## config.mk

```make
export PLATFORM = sky130hd
export DESIGN_NAME = aha_wdog_apb_sequencer
export DESIGN_NICKNAME = d
export VERILOG_FILES = /design/src/rtl/aha_wdog_apb_sequencer.sv
export SDC_FILE = /design/constraint.sdc
export NUM_CORES = 1
export LEC_CHECK = 0
export ABC_CLOCK_PERIOD_IN_PS = 4100
export CORE_AREA = 2 2 114 116
export CTS_BUF_LIST = sky130_fd_sc_hd__clkbuf_2 sky130_fd_sc_hd__clkbuf_4 sky130_fd_sc_hd__clkbuf_8
export DETAILED_ROUTE_END_ITERATION = 8
export DIE_AREA = 0 0 116 118
export GPL_TIMING_DRIVEN = 0
export PLACE_DENSITY = 0.76
export SLEW_MARGIN = 40
export SYNTH_ARGS = -nofsm -noshare
export SYNTH_HDL_FRONTEND = slang
export SYNTH_SLANG_ARGS = --single-unit
```

## constraint.sdc

```tcl
create_clock -name PCLK -period 4.1 [get_ports PCLK]
set_input_delay 0.41 -clock PCLK [delete_from_list [all_inputs] [get_ports PCLK]]
set_output_delay 0.41 -clock PCLK [all_outputs]
set_load 0.02 [all_outputs]
```

## src/rtl/aha_wdog_apb_sequencer.sv

```systemverilog
// APB master that unlocks, programs, kicks and disables the AHA APB watchdog.
// Optional CFG readback of WDOGLOAD is enabled by defining WDOG_SEQ_READBACK_EN.
module aha_wdog_apb_sequencer #(
   parameter int unsigned PERIOD_W   = 32,
   parameter logic [31:0] CTRL_VAL   = 32'h0000_0003,
   parameter logic [31:0] UNLOCK_KEY = 32'h1ACC_E551
) (
   input  logic                PCLK,
   input  logic                PRESET,
   input  logic                START,
   input  logic                STOP,
   input  logic                KICK_REQ,
   input  logic [31:0]         LOAD_VAL,
   input  logic [PERIOD_W-1:0] KICK_PERIOD,
   output logic                BUSY,
   output logic                RUNNING,
   output logic                ERR,
   output logic                PSEL,
   output logic                PENABLE,
   output logic                PWRITE,
   output logic [11:0]         PADDR,
   output logic [31:0]         PWDATA,
   input  logic [31:0]         PRDATA,
   input  logic                PREADY,
   input  logic                PSLVERR
);

   localparam logic [2:0] StIdle = 3'd0;
   localparam logic [2:0] StCfg  = 3'd1;
   localparam logic [2:0] StRun  = 3'd2;
   localparam logic [2:0] StKick = 3'd3;
   localparam logic [2:0] StDis  = 3'd4;

   localparam logic [11:0] AddrLoad  = 12'h000;
   localparam logic [11:0] AddrCtrl  = 12'h008;
   localparam logic [11:0] AddrClr   = 12'h00C;
   localparam logic [11:0] AddrLock  = 12'hC00;

`ifdef WDOG_SEQ_READBACK_EN
   localparam logic [2:0] CfgLast = 3'd4;
`else
   localparam logic [2:0] CfgLast = 3'd3;
`endif

   logic [2:0]          state_q, state_d;
   logic [2:0]          op_q, op_d;
   logic                access_q, access_d;
   logic [31:0]         load_q, load_d;
   logic [PERIOD_W-1:0] count_q, count_d;
   logic                kick_pend_q, kick_pend_d;
   logic                stop_pend_q, stop_pend_d;
   logic                cfg_fail_q, cfg_fail_d;
   logic                err_q, err_d;

   logic                in_seq;
   logic                done;
   logic                last_op;
   logic                rb_mismatch;
   logic                op_read;
   logic [11:0]         op_addr;
   logic [31:0]         op_data;
   logic [PERIOD_W-1:0] period_last;

   assign in_seq      = (state_q == StCfg) || (state_q == StKick) || (state_q == StDis);
   assign done        = in_seq && access_q && PREADY;
   assign last_op     = (state_q == StCfg) ? (op_q == CfgLast) : (op_q == 3'd2);
   assign period_last = KICK_PERIOD - {{(PERIOD_W-1){1'b0}}, 1'b1};

`ifdef WDOG_SEQ_READBACK_EN
   assign rb_mismatch = done && op_read && (PRDATA != load_q);
`else
   logic unused_prdata;
   assign unused_prdata = ^PRDATA;
   assign rb_mismatch   = 1'b0;
`endif

   // Op decode: every sequence is a list of accesses indexed by op_q.
   always_comb begin
      op_addr = 12'h000;
      op_data = 32'h0;
      op_read = 1'b0;
      case (state_q)
         StCfg: begin
            case (op_q)
               3'd0: begin op_addr = AddrLock; op_data = UNLOCK_KEY; end
               3'd1: begin op_addr = AddrLoad; op_data = load_q;     end
`ifdef WDOG_SEQ_READBACK_EN
               3'd2: begin op_addr = AddrLoad; op_read = 1'b1;       end
               3'd3: begin op_addr = AddrCtrl; op_data = CTRL_VAL;   end
`else
               3'd2: begin op_addr = AddrCtrl; op_data = CTRL_VAL;   end
`endif
               default: begin op_addr = AddrLock; op_data = 32'h0;   end
            endcase
         end
         StKick: begin
            case (op_q)
               3'd0:    begin op_addr = AddrLock; op_data = UNLOCK_KEY; end
               3'd1:    begin op_addr = AddrClr;  op_data = 32'h1;      end
               default: begin op_addr = AddrLock; op_data = 32'h0;      end
            endcase
         end
         StDis: begin
            case (op_q)
               3'd0:    begin op_addr = AddrLock; op_data = UNLOCK_KEY; end
               3'd1:    begin op_addr = AddrCtrl; op_data = 32'h0;      end
               default: begin op_addr = AddrLock; op_data = 32'h0;      end
            endcase
         end
         default: ;
      endcase
   end

   always_comb begin
      state_d     = state_q;
      op_d        = op_q;
      access_d    = access_q;
      load_d      = load_q;
      count_d     = count_q;
      kick_pend_d = kick_pend_q;
      stop_pend_d = stop_pend_q;
      cfg_fail_d  = cfg_fail_q;
      err_d       = done && (PSLVERR || rb_mismatch);

      case (state_q)
         StIdle: begin
            if (START) begin
               state_d    = StCfg;
               op_d       = 3'd0;
               access_d   = 1'b0;
               load_d     = LOAD_VAL;
               cfg_fail_d = 1'b0;
            end
         end
         StRun: begin
            if (STOP) begin
               state_d     = StDis;
               op_d        = 3'd0;
               access_d    = 1'b0;
               kick_pend_d = 1'b0;
            end else if (KICK_REQ || kick_pend_q ||
                         ((KICK_PERIOD != '0) && (count_q == period_last))) begin
               state_d     = StKick;
               op_d        = 3'd0;
               access_d    = 1'b0;
               count_d     = '0;
               kick_pend_d = 1'b0;
            end else begin
               count_d = count_q + {{(PERIOD_W-1){1'b0}}, 1'b1};
            end
         end
         default: begin
            if (state_q != StDis) begin
               if (STOP)     stop_pend_d = 1'b1;
               if (KICK_REQ) kick_pend_d = 1'b1;
            end
            if (!access_q) begin
               access_d = 1'b1;
            end else if (PREADY) begin
               access_d = 1'b0;
               if (rb_mismatch) begin
                  // Skip CTRL so the watchdog stays disabled, but still re-lock.
                  op_d       = CfgLast;
                  cfg_fail_d = 1'b1;
               end else if (!last_op) begin
                  op_d = op_q + 3'd1;
               end else begin
                  op_d = 3'd0;
                  if ((state_q == StDis) || cfg_fail_q) begin
                     state_d     = StIdle;
                     kick_pend_d = 1'b0;
                     stop_pend_d = 1'b0;
                  end else if (stop_pend_q || STOP) begin
                     state_d     = StDis;
                     kick_pend_d = 1'b0;
                     stop_pend_d = 1'b0;
                  end else begin
                     state_d = StRun;
                  end
               end
            end
         end
      endcase
   end

   always_ff @(posedge PCLK) begin
      if (PRESET) begin
         state_q     <= StIdle;
         op_q        <= 3'd0;
         access_q    <= 1'b0;
         load_q      <= 32'h0;
         count_q     <= '0;
         kick_pend_q <= 1'b0;
         stop_pend_q <= 1'b0;
         cfg_fail_q  <= 1'b0;
         err_q       <= 1'b0;
      end else begin
         state_q     <= state_d;
         op_q        <= op_d;
         access_q    <= access_d;
         load_q      <= load_d;
         count_q     <= count_d;
         kick_pend_q <= kick_pend_d;
         stop_pend_q <= stop_pend_d;
         cfg_fail_q  <= cfg_fail_d;
         err_q       <= err_d;
      end
   end

   assign PSEL    = in_seq;
   assign PENABLE = in_seq && access_q;
   assign PWRITE  = in_seq && !op_read;
   assign PADDR   = op_addr;
   assign PWDATA  = op_read ? 32'h0 : op_data;
   assign BUSY    = in_seq;
   assign RUNNING = (state_q == StRun) || (state_q == StKick);
   assign ERR     = err_q;

endmodule
```

==> impl_metrics.ini, run 1 <==
[run_status]
status = complete, no violations

[floorplan]
dieArea_um2 = 13700
die_h_um = 118
std_cell_rows = 41
ios = 153
start_util_pct = 40.2
fp.coreArea_um2 = 12400
fp.dieW_um = 116

[synthesis]
ys_types = 66
ys_seq_area_share_pct = 29.7
syn-mean-instance-area_um2 = 7.47
synth_xor_area_share_pct = 10.5
yosys_most_used_dff = dfxtp_1
yosys_warnings = 0
synth_compound_area_share_pct = 17.3
synthMuxAreaShare_pct = 0.852
synthAdderAreaFrac_pct = 1.75
synthArstFlopShare_pct = 0
netlist_area_um2 = 4990
synth_top_family_by_area = simple AND/OR/NAND/NOR gates
synth-edff-count = 0
synthSimpleGateAreaFrac_pct = 33.8
syn_inst = 668
synth-seq-cells = 74

[grt]
grt_pass1_vias = 5011
grt_pass1_wl_um = 23800
overflow = 0
track_usage_pct = 21.5
grt_antenna_before_repair = 0
grt_max_degree = 14

[critical_path]
cp.arrival_ns = 4.29
r2r_cells = 10
rrSetupSlack_ns = 0.50
critPathCaptureType = flop
crit_fanout = 10
cp_data_required_time_ns = 4.39
reg2reg_to = op_q[1]$_SDFFE_PP0P_
cp-start-kind = input pin
worst-setup-path-type = input pin to flop
reg2reg_from = count_q[13]$_SDFFE_PP0P_

[timing]
fin_ws_ns = 0.102
final_max_slew_viol_count = 0
setup_viol = 0
fmax_mhz = 250
fin_skew_ns = 0.0115
post-route-min-period_ns = 4.00
final_hold_viol_count = 0
fin_crit_sh_pct = 97.5
worst_slew_pin_slew_ns = 0.834
relSlewSlack_pct = 43.9
grt_setup_unrepaired = no
whs_ns = 0.452

[finish]
nets = 907
antennaDiodeCount = 0
areaGrowthSynthToFinish_pct = 32.9
fin_util_pct = 53.4
multi_input_area_um2 = 3320
fin_area_um2 = 6630
fillCellCount = 1241
drive_gt1_share_pct = 7.86
seq_area_um2 = 1480

[placement]
dp_hpwl_um = 11200
place_congestion = 0.908
dp_slack_ns = -1.07
port_buffers = 108
place_area_um2 = 6320

[clock_tree]
cts_buffer_depth = 2
cts_root_buf = clkbuf_8
tritoncts = yes
htree_levels = 3
cts.sinks = 74
cts_buffers = 9
clk_pin_slew_ns = 0.08
clock_latency_ns = 0.36

[drt]
routed_wl_um = 14800
wl_per_cell_um = 15.2
drc = 0
drtIter0Drc = 420
dr_total_vias = 5249
via_per_inst = 5.39
drtAntennaViolNets = 0
dr.pass1.iters = 5

[pwr]
internal-power_w = 0.00156
p_sw_w = 0.000936
power_density_nw_per_um2 = 376
peakVddDrop_uv = 482
switching_share_pct = 37.5
pwr-share-comb_pct = 43.5
leakagePower_nw = 2.49
p_clk_share_pct = 23.5
pwr-share-seq_pct = 32.9

[worst_hold_path]
holdPathEnd = load_q[30]$_SDFFE_PP0P_
hp-start = load_q[30]$_SDFFE_PP0P_
hold_class = flop to flop
hold_depth = 2

[run]
drv_cap = 0
synthesized netlist by cell type, drive strengths merged, types with 3 or more instances:
cell,instances,area (um2)
nor3,28,140
dfxtp,74,1480
and2,18,113
and3,17,106
a211oi,3,22.5
nor4,17,155
ha,7,87.6
xor2,24,210
inv,20,75.1
buf,14,103
clkbuf,33,124
or3,7,43.8
nand3,28,140
or4,14,113
or2,3,18.8
o21ai,24,120
xnor2,33,289
a22o,6,52.6
nor3b,3,22.5
nand2b,3,18.8
a21o,18,135
nand4,17,106
o2111ai,3,26.3
o31ai,6,45.0
nor2b,8,50.1
and4,3,26.3
a21oi,50,250
nand2,92,345
nor2,57,216
cells by family (layout without fill, tap and decap cells):
family / count (synthesis) / after routing
other: 1 / 8
XOR/XNOR: 58 / 58
buffers and inverters: 67 / 194
AO/OA/AOI/OAI: 134 / 134
adder cells (fa/ha/maj): 7 / 7
AND/OR/NAND/NOR: 323 / 323
flip-flops: 74 / 74
multiplexers: 4 / 4
worst max-delay path by stage:
stage | slack (ns) | endpoint | from | depth (start not counted)
2_1_floorplan | 0.09 | op_q[1]$_SDFFE_PP0P_ | KICK_PERIOD[0] | 11
3_3_place_gp | -1.08 | count_q[19]$_SDFFE_PP0P_ | KICK_PERIOD[0] | 12
3_5_place_dp | -1.07 | count_q[8]$_SDFFE_PP0P_ | KICK_PERIOD[0] | 12
4_1_cts | 0.01 | op_q[1]$_SDFFE_PP0P_ | KICK_PERIOD[15] | 10
5_1_grt | 0.006 | op_q[1]$_SDFFE_PP0P_ | KICK_PERIOD[1] | 12
6_report | 0.10 | op_q[1]$_SDFFE_PP0P_ | KICK_PERIOD[17] | 10
through the flow:
stage / setup TNS [ns] / cells / total power [W]
2_1_floorplan: 0 / 675 / 0.00146
3_3_place_gp: -34.40 / 955 / 0.00191
3_5_place_dp: -34.22 / 955 / 0.00191
4_1_cts: 0 / 972 / 0.00251
5_1_grt: 0 / 974 / 0.00265
6_report: 0 / 974 / 0.00250
sequential cells by signal, indices dropped and copies added (netlist names):
signal	count
ERR	1
access_q	1
count_q	32
kick_pend_q	1
load_q	32
op_q	3
state_q	3
stop_pend_q	1
power by group through the flow:
stage / registers [W] / clock network [W] / logic, W
final: 0.000822 / 0.000588 / 0.00109
after global routing: 0.000832 / 0.000634 / 0.00118
after CTS: 0.000822 / 0.000600 / 0.00108
after detailed placement: 0.000839 / 0 / 0.00107
after global placement: 0.000837 / 0 / 0.00107
after floorplan: 0.000828 / 0 / 0.000629
layout make-up:
type / instances / share of cell area (%)
Multi-Input combinational cell: 534 / 50.1
Sequential cell: 74 / 22.3
Timing Repair Buffer: 111 / 16.6
Clock buffer: 10 / 2.07
Clock inverter: 6 / 0.981
Buffer: 47 / 3.51
Tap cell: 172 / 3.24
Inverter: 20 / 1.13
cells in the final DEF, fill, tap and decap left out, types with 4 or more instances in the layout:
cell,n
xor2_1,24
and2_1,17
conb_1,8
dlygate4sd2_1,4
nand2_1,92
a22o_1,6
nand3_1,28
nor2_1,54
or3_1,7
o21ai_0,23
clkbuf_2,4
clkbuf_8,10
clkdlybuf4s50_1,99
xnor2_1,33
or4_1,9
nor3_1,26
inv_1,19
nor2b_1,8
ha_1,6
or4_4,5
a21oi_1,50
and3_1,17
clkbuf_1,30
dlymetal6s2s_1,4
nor4_4,4
nor4_1,12
o31ai_1,6
dfxtp_1,74
buf_4,15
a21o_1,18
nand4_1,17
layer usage:
layer	share of wire [%]	wire (um)	up-vias	GRT usage, %
met5	0	0	-	0
met3	8.9	1320	38	6.85
met4	3.0	448	0	8.41
li1	-	-	2615	-
met1	44	6470	2387	26.8
met2	44	6580	209	34.4
worst max-delay path, cell delays in order:
cell and delay, ns:
clkdlybuf4s50_1 0.53, or4_4 0.55, nor2_2 0.18, and3_1 0.24
mux2_2 0.37, or4_1 0.47, or4_4 0.57, o21a_4 0.28
or4b_1 0.53, a21oi_1 0.15
repair_timing:
action | in CTS | in global routing
setup buffers | 1 | 2
hold buffers | 0 | 0
pin swaps | 2 | 4
resized for setup | 17 | 18
endpoints found under the setup margin | 37 | 30
Note: power is estimated with default switching activity, not from simulation.
==> run 2: changes to the inputs <==
--- a/config.mk
+++ b/config.mk
@@ -6,12 +6,13 @@
 export NUM_CORES = 1
 export LEC_CHECK = 0
 export ABC_CLOCK_PERIOD_IN_PS = 4100
-export CORE_AREA = 2 2 114 116
+export CORE_AREA = 2 2 132 134
 export CTS_BUF_LIST = sky130_fd_sc_hd__clkbuf_2 sky130_fd_sc_hd__clkbuf_4 sky130_fd_sc_hd__clkbuf_8
 export DETAILED_ROUTE_END_ITERATION = 8
-export DIE_AREA = 0 0 116 118
+export DIE_AREA = 0 0 134 136
 export GPL_TIMING_DRIVEN = 0
-export PLACE_DENSITY = 0.76
+export PLACE_DENSITY = 0.6
+export SKIP_CTS_REPAIR_TIMING = 1
 export SLEW_MARGIN = 40
 export SYNTH_ARGS = -nofsm -noshare
 export SYNTH_HDL_FRONTEND = slang
==> impl_metrics.ini, run 2 (same netlist as run 1, synthesis figures left out) <==
[finish]
drive_gt1_share_pct = 8.06
largestRegisters = count_q: 32 flops, load_q: 32 flops
fillCellCount = 1772
final_common_cell = clkdlybuf4s50_1
final_cell_mix = clkdlybuf4s50_1, nand2_1, dfxtp_1
antennaDiodeCount = 0
areaGrowthSynthToFinish_pct = 35.1
fin_util_pct = 40.0
nets = 911

[critical_path]
worst-setup-path-type = input pin to flop
critPathTopFamily = simple AND/OR/NAND/NOR gates
worst_path_max_delay_cell = or4_1
path_cells = clkdlybuf4s50_1 > or4_1 > nor2_4 > and3_4 > mux2_2 > or4_1 > or4_4 > o211ai_1 > buf_4 > buf_4 > o21ai_0 > a22o_1
cp.arrival_ns = 4.27
critical_path.max_stage_delay_ns = 0.62
crit_fanout = 5
crit_buf_inv = 3
critPathCaptureType = flop
cp-start-kind = input pin
cp_data_required_time_ns = 4.34

[placement]
port_buffers = 108
place_congestion = 0.900
dp_hpwl_um = 11800

[timing]
relSlewSlack_pct = 53.0
whs_ns = 0.452
worst_slew_pin_slew_ns = 0.698
fin_tns_setup_ns = 0
fin_skew_ns = 0.0108
final_hold_viol_count = 0
final_max_slew_viol_count = 0
fmax_mhz = 248
setup_viol = 0
fin_crit_sh_pct = 98.3
post-route-min-period_ns = 4.03

[drt]
routed_wl_um = 15400
wl_met2_um = 6900
top_layer = met4
drtIter0Drc = 230
via_per_inst = 5.01
wl_met1_um = 6980
drtAntennaViolNets = 0
route.met3.wl_um = 1350
drc = 0
dr_total_vias = 5170
dr.pass1.iters = 5
wl_per_cell_um = 14.9

[grt]
grt_pass1_vias = 5009
grt_antenna_before_repair = 0
track_usage_pct = 16.9
grt_max_degree = 13
grt_pass1_wl_um = 24800
overflow = 0

[floorplan]
dieArea_um2 = 18200
ios = 153
start_util_pct = 29.6
fp.coreArea_um2 = 16900
std_cell_rows = 48
die_h_um = 136
fp.dieW_um = 134

[pwr]
power_density_nw_per_um2 = 362
leakagePower_nw = 2.55
peakVddDrop_uv = 330

[worst_hold_path]
hold_class = flop to flop

[clock_tree]
clk_pin_slew_ns = 0.08
clock_latency_ns = 0.34
cts_buffers = 9
tritoncts = yes
htree_levels = 3
cts.sinks = 74
cts_root_buf = clkbuf_8
cts_buffer_depth = 2

[run_status]
status = complete, no violations

[run]
drv_cap = 0
[run 2: layer usage]
metal	vias to the layer above	track usage, %
met5	-	0
met4	0	4.43
met3	13	5.33
met2	174	27.7
met1	2351	21.5
li1	2632	-
[run 2: final cells by class]
cell class / count / area [um2] / share of cell area [%]
clock inverters: 4 / 27.5 / 0.408
multi-input cells: 534 / 3330 / 49.4
well taps: 225 / 282 / 4.17
clock buffers: 12 / 153 / 2.26
inverters: 20 / 75.1 / 1.11
plain buffers: 47 / 233 / 3.45
flip-flops and latches: 74 / 1480 / 22.0
repair buffers: 115 / 1160 / 17.3
[run 2: per-stage QoR]
stage | setup WS (ns) | cell area (um2) | total power (W) | cells
floorplan | 0.0870 | 5020 | 0.00146 | 675
global placement | -1.14 | 6380 | 0.00193 | 1008
detailed placement | -1.13 | 6380 | 0.00192 | 1008
CTS | -0.765 | 6560 | 0.00247 | 1024
global route | -0.00780 | 6740 | 0.00261 | 1031
finish | 0.0681 | 6740 | 0.00244 | 1031
[run 2: final timing paths]
kind | from | endpoint | slack [ns] | cells past startpoint
worst max-delay path | KICK_PERIOD[17] | count_q[15]$_SDFFE_PP0P_ | 0.07 | 12
worst min-delay path | load_q[7]$_SDFFE_PP0P_ | load_q[7]$_SDFFE_PP0P_ | 0.45 | 2
worst max register to register | count_q[13]$_SDFFE_PP0P_ | count_q[15]$_SDFFE_PP0P_ | 0.51 | 12
worst min register to register | load_q[7]$_SDFFE_PP0P_ | load_q[7]$_SDFFE_PP0P_ | 0.45 | 2
[run 2: power by group]
group / leakage (nW) / internal, W / switching [W]
Clock: 0.0855 / 0.000249 / 0.000282
Combinational: 1.86 / 0.000481 / 0.000606
Sequential: 0.602 / 0.000784 / 0.0000385
Total: 2.55 / 0.00151 / 0.000926
[run 2: tightest hold or removal path: stages, from the launching register on]
cell     delay [ns]
dfxtp_1        0.31
nand2_1        0.05
a21oi_1        0.05
